`config.mk`:
```
export PLATFORM = sky130hd
export DESIGN_NAME = adder_share_ctrl
export DESIGN_NICKNAME = d
export VERILOG_FILES = /design/src/rtl/adder_share_ctrl_pkg.sv /design/src/rtl/adder_share_ctrl_adder32.sv /design/src/rtl/adder_share_ctrl_rr_arbiter.sv /design/src/rtl/adder_share_ctrl.sv
export SDC_FILE = /design/constraint.sdc
export NUM_CORES = 1
export LEC_CHECK = 0
export ABC_AREA = 1
export BUFFER_PORTS_ARGS = -buffer_cell sky130_fd_sc_hd__buf_2
export CAP_MARGIN = 15
export CORE_MARGIN = 2
export CORE_UTILIZATION = 50
export CTS_CLUSTER_DIAMETER = 30
export DETAILED_ROUTE_END_ITERATION = 7
export GPL_TIMING_DRIVEN = 0
export PLACE_DENSITY = 0.91
export SYNTH_ARGS = -nofsm -noshare
export SYNTH_HDL_FRONTEND = slang
export SYNTH_SLANG_ARGS = --single-unit
```
`constraint.sdc`:
```
create_clock -name clk -period 3.55 [get_ports clk]
set_input_delay 0.355 -clock clk [delete_from_list [all_inputs] [get_ports clk]]
set_output_delay 0.355 -clock clk [all_outputs]
set_load 0.01 [all_outputs]
```
`src/rtl/adder_share_ctrl_pkg.sv`:
```
// Shared types and constants for the adder-sharing controller.
package adder_share_ctrl_pkg;

  typedef enum logic [1:0] {
    S_IDLE = 2'd0,
    S_CALC = 2'd1,
    S_RESP = 2'd2
  } state_t;

  localparam logic OP_ADD = 1'b0;
  localparam logic OP_SUB = 1'b1;

  localparam int unsigned STAT_W = 16;

endpackage

```
`src/rtl/adder_share_ctrl_adder32.sv`:
```
// Shared 32-bit adder core with carry-in and signed-overflow output.
module adder32 (
  input  logic [31:0] a,
  input  logic [31:0] b,
  input  logic        cin,
  output logic [31:0] sum,
  output logic        ovf
);

  assign sum = a + b + 32'(cin);
  // b is already inverted for subtract, so one rule covers both operations
  assign ovf = (a[31] == b[31]) && (sum[31] != a[31]);

endmodule

```
`src/rtl/adder_share_ctrl_rr_arbiter.sv`:
```
// Combinational round-robin arbiter: the first requester above ptr (with wrap) wins.
// The pointer register itself lives in the controller.
module rr_arbiter #(
  parameter int NREQ = 4,
  parameter int IDW  = 2
) (
  input  logic [NREQ-1:0] req,
  input  logic [IDW-1:0]  ptr,
  input  logic            en,
  output logic [NREQ-1:0] grant,
  output logic [IDW-1:0]  grant_idx
);

  int unsigned idx;
  logic        found;

  always_comb begin
    grant     = '0;
    grant_idx = '0;
    found     = 1'b0;
    idx       = 0;
    for (int unsigned k = 1; k <= NREQ; k++) begin
      idx = (int'(ptr) + k) % NREQ;
      if (en && req[idx] && !found) begin
        grant[idx] = 1'b1;
        grant_idx  = IDW'(idx);
        found      = 1'b1;
      end
    end
  end

endmodule

```
`src/rtl/adder_share_ctrl.sv`:
```
// Round-robin sharing of one adder32 among NREQ requesters with a held response channel.
// Optional statistics counters are enabled by defining ADDER_SHARE_STATS_EN.
module adder_share_ctrl
  import adder_share_ctrl_pkg::*;
#(
  parameter int NREQ = 4,
  parameter int IDW  = 2
) (
  input  logic             clk,
  input  logic             rst,
  input  logic [NREQ-1:0]  req_valid,
  output logic [NREQ-1:0]  req_ready,
  input  logic [NREQ*32-1:0] req_op1,
  input  logic [NREQ*32-1:0] req_op2,
  input  logic [NREQ-1:0]  req_op,
  output logic             resp_valid,
  input  logic             resp_ready,
  output logic [IDW-1:0]   resp_id,
  output logic [31:0]      resp_sum,
  output logic             resp_flag,
  output logic [15:0]      op_count,
  output logic [15:0]      ovf_count
);

  state_t          state;
  logic [IDW-1:0]  rr_ptr;
  logic [31:0]     a_q;
  logic [31:0]     b_q;
  logic            op_q;
  logic [IDW-1:0]  id_q;

  logic            arb_en;
  logic            accept;
  logic [NREQ-1:0] grant;
  logic [IDW-1:0]  grant_idx;
  logic [31:0]     sel_op1;
  logic [31:0]     sel_op2;
  logic            sel_op;
  logic [31:0]     add_b;
  logic [31:0]     add_sum;
  logic            add_ovf;

  // Grants only in IDLE, or in RESP when the current response is being taken
  assign arb_en = !rst && ((state == S_IDLE) || ((state == S_RESP) && resp_ready));

  rr_arbiter #(.NREQ(NREQ), .IDW(IDW)) u_arb (
    .req       (req_valid),
    .ptr       (rr_ptr),
    .en        (arb_en),
    .grant     (grant),
    .grant_idx (grant_idx)
  );

  assign req_ready = grant;
  assign accept    = |grant;
  assign sel_op1   = req_op1[32*int'(grant_idx) +: 32];
  assign sel_op2   = req_op2[32*int'(grant_idx) +: 32];
  assign sel_op    = req_op[grant_idx];
  assign add_b     = (op_q == OP_SUB) ? ~b_q : b_q;

  adder32 u_add (
    .a   (a_q),
    .b   (add_b),
    .cin (op_q),
    .sum (add_sum),
    .ovf (add_ovf)
  );

  always_ff @(posedge clk) begin
    if (rst) begin
      state      <= S_IDLE;
      rr_ptr     <= IDW'(NREQ - 1);
      a_q        <= '0;
      b_q        <= '0;
      op_q       <= OP_ADD;
      id_q       <= '0;
      resp_valid <= 1'b0;
      resp_id    <= '0;
      resp_sum   <= '0;
      resp_flag  <= 1'b0;
    end else begin
      case (state)
        S_IDLE: begin
          if (accept) begin
            a_q    <= sel_op1;
            b_q    <= sel_op2;
            op_q   <= sel_op;
            id_q   <= grant_idx;
            rr_ptr <= grant_idx;
            state  <= S_CALC;
          end
        end
        S_CALC: begin
          resp_sum   <= add_sum;
          resp_flag  <= add_ovf;
          resp_id    <= id_q;
          resp_valid <= 1'b1;
          state      <= S_RESP;
        end
        S_RESP: begin
          if (resp_ready) begin
            resp_valid <= 1'b0;
            if (accept) begin
              a_q    <= sel_op1;
              b_q    <= sel_op2;
              op_q   <= sel_op;
              id_q   <= grant_idx;
              rr_ptr <= grant_idx;
              state  <= S_CALC;
            end else begin
              state <= S_IDLE;
            end
          end
        end
        default: state <= S_IDLE;
      endcase
    end
  end

`ifdef ADDER_SHARE_STATS_EN
  logic [STAT_W-1:0] op_cnt;
  logic [STAT_W-1:0] ovf_cnt;

  always_ff @(posedge clk) begin
    if (rst) begin
      op_cnt  <= '0;
      ovf_cnt <= '0;
    end else if (resp_valid && resp_ready) begin
      if (op_cnt != '1) op_cnt <= op_cnt + 1'b1;
      if (resp_flag && (ovf_cnt != '1)) ovf_cnt <= ovf_cnt + 1'b1;
    end
  end

  assign op_count  = op_cnt;
  assign ovf_count = ovf_cnt;
`else
  assign op_count  = '0;
  assign ovf_count = '0;
`endif

endmodule

```
==> summary.md <==
| Metric | Value |
|---|---|
| Fmax | `about 300 MHz` |
| Die Wd | `143 um` |
| H-tree Lvls | `3` |
| Io pins | `roughly 340` |
| CORE AREA | `roughly 0.019 mm^2` |
| Final count of negative-setup-slack endpoints | `0` |
| DRC | `0` |
| P&R area growth vs syn | `24.1%` |
| Share of the synthesized area in the top cell type | `0.222` |
| Cell taking the most area after synthesis | `dfxtp_1` |
| Worst slew margin | `0.427` |
| Crit path max fanout | `10` |
| Num CTS Buffers | `9` |
| Worst path bufs/invs | `4` |
| CTS Hold Bufs | `0` |
| Drt first pass iters | `5` |
| Gr ovfl total | `0` |
| Leakage power | `around 6.6 nW` |
| Gr usage total | `0.332` |
| Clock tree from TritonCTS | `yes` |
| Worst-Skew Late Latency | `0.36 ns` |
| Dominant synthesized flop cell | `dfxtp_1` |
| Share of layout cells above drive strength 1 | `0.233` |
| Slew Viols, Final | `0` |
| Total wire length | `34600 um` |
| Gpl congestion | `0.964` |
| Row count | `50` |
| Power Dens Cells | `1100 mW/mm^2` |
| Post-Syn Area | `0.00965 mm^2` |
| Postcts setup bufs | `0` |
| Critical Path Max Stage Delay | `between 0.5 and 0.6 ns` |
| DR vias | `between 10000 and 15000` |
| Worst setup SP type | `flop` |
| Die ar. | `~0.020 mm^2` |
| Distinct cell type count after synthesis | `39` |
| Top-count cell post-synth | `nand2_1` |
| Number of synthesized flops with an enable pin | `0` |
| RSZ-0062 raised after global routing | `false` |
| Most frequent cells after synthesis | `nand2_1, nand3_1, nor2_1` |
| Endpoints failing hold | `0` |
| Syn avg cell area | `5.98 um^2` |
| Clk sinks | `between 100 and 150` |
| Clock Skews | `approximately 0.010 ns` |
| Top cells by area, synth | `dfxtp_1, nand2_1, nand3_1` |
| DP HPWL | `28800 um` |
| Max IR drop VDD | `0.000759 V` |
| Hold WC Path Type | `primary input to flop` |
| Actual slew at the worst max-slew pin | `~0.85 ns` |
| Cts repair resizes | `0` |
| Root Driver | `clkbuf_16` |
| Pwr Total | `~13 mW` |
| Critical Path Sink Type | `flop` |
| Number of global-route vias before repair | `about 11000` |
| Routed Antenna Nets | `0` |
| Final setup margin | `0.211 ns` |
| Status | `finished clean` |
| Place WS | `0.316 ns` |
| Clk slew on worst S/H paths | `around 0.070 ns` |
| Wirelength per Cell | `around 16 um` |
| FFs w/ async S/R, synth | `0` |
| Yosys synthesis warning count | `0` |
| CP arrival | `roughly 3.6 ns` |
| Initial antenna violation count | `0` |
| CTS max path bufs | `2` |
| CP max-delay cell | `dfxtp_1` |
| Critical path type | `flop to flop` |
| # Max-Cap Violations | `0` |
| Crit path cell chain | `inv_1 -> ha_1 -> inv_1 -> nand3_2 -> nand3_4 -> nand2_2 -> nor2_4 -> nand3_2 -> buf_2 -> buf_2 -> nand3_1 -> nand3_1 -> a21oi_1 -> nor2_1` |
| Largest net degree at the start of global routing | `18` |
| Die Ht | `~140 um` |
| Sequential element share of the synthesized area | `0.222` |
| DRT iter0 DRCs | `approximately 1100` |
| Global-route wire length before repair | `53600 um` |
| Top delay family on crit path | `simple AND/OR/NAND/NOR gates` |
| Initial Utilization | `0.512` |
| IO buf count | `between 300 and 400` |
| Vias per inst | `roughly 5.3` |
| Crit path required time | `around 3.8 ns` |
| R2R Setup Slk | `~0.21 ns` |
| Period utilization | `0.941` |
| Setup TNS | `0 ns` |
| Nets | `2268` |
| Post-Syn Instances | `1614` |
| Tmin final | `~3.3 ns` |
| Fillers | `1811` |
| Number of register bits inferred by synthesis | `between 100 and 150` |
[routing by layer]
metal | share of wire | vias up | track usage
met4 | 0.051 | 0 | 0.166
met3 | 0.065 | 92 | 0.0355
met5 | 0 | - | 0
li1 | - | 5892 | -
met1 | 0.43 | 5264 | 0.433
met2 | 0.45 | 542 | 0.545
[layout by cell type (no fill, tap or decap), types with 3 or more instances in the layout]
cell type  instances
nor2_2             3
bufinv_16          3
inv_2              6
nor3_1             6
nor2_4             6
buf_4             47
nand2_2            7
nand3_1          235
nand3b_1          64
inv_1             81
o21bai_1           3
nor2_1           180
dfxtp_1          107
nand2_1          498
buf_1              6
conb_1            32
a21oi_1          117
clkbuf_16          9
ha_1              38
xnor2_1            6
buf_6              8
o21a_1             4
or2_2              3
xor2_1            39
nand4_1            6
nand3_2            7
o21ai_0           52
clkbuf_1          20
buf_2            352
[through the flow]
step | cell area [um^2] | std cells | util | hold WS [ns]
floorplan | 9760 | 1645 | - | 0.424
global placement | 11600 | 2211 | 0.617 | 0.470
detailed placement | 11600 | 2211 | 0.617 | 0.482
CTS | 12000 | 2227 | 0.636 | 0.213
global route | 12000 | 2227 | 0.636 | 0.213
finish | 12000 | 2228 | 0.636 | 0.213
[registers in the layout (all words and copies together) (netlist names)]
| signal | flops |
|---|---|
| a_q | 32 |
| b_q | 32 |
| id_q | 2 |
| op_q | 1 |
| resp_flag | 1 |
| resp_id | 2 |
| resp_sum | 32 |
| resp_valid | 1 |
| rr_ptr | 2 |
| state | 2 |
[layout make-up]
type / instances / area (um^2) / share of cell area
antenna: 1 / 2.50 / 0.000209
sequential: 107 / 2140 / 0.179
inverter: 87 / 327 / 0.0273
clock buffer: 10 / 239 / 0.0200
buffer: 129 / 781 / 0.0652
timing repair buffer: 306 / 1530 / 0.128
clock inverter: 6 / 113 / 0.00940
multi-input combinational: 1322 / 6520 / 0.544
tap: 260 / 325 / 0.0272
[worst reg2reg max path: cells and delay by family (launching register included)]
kind,cells,cell delay [ns]
fa+ha+maj,1,0.40
simple gates,8,1.01
flops,1,0.54
buf+inv,4,0.90
compound gates,1,0.36
[worst paths after layout]
path                                  from    endpoint  cells past startpoint
worst min register to register    state[1]  resp_valid                      1
worst min-delay path            resp_ready    state[1]                      2
worst max-delay path             rr_ptr[1]     a_q[15]                     14
worst max register to register   rr_ptr[1]     a_q[15]                     14
[kinds of logic after synthesis]
logic type / share of synthesized area
XOR/XNOR: 0.0409
AND/OR/NAND/NOR: 0.468
AO/OA/AOI/OAI: 0.103
adder cells (fa/ha/maj): 0.0514
buffers and inverters: 0.115
other: 0.000389
flip-flops: 0.222
[report_power, final]
group / leakage, nW / internal (mW) / switching (mW)
sequential: 0.887 / 1.72 / 0.291
clock: 0.173 / 0.710 / 0.456
combinational: 5.59 / 3.45 / 6.57
Power figures use the tool's default switching activity.
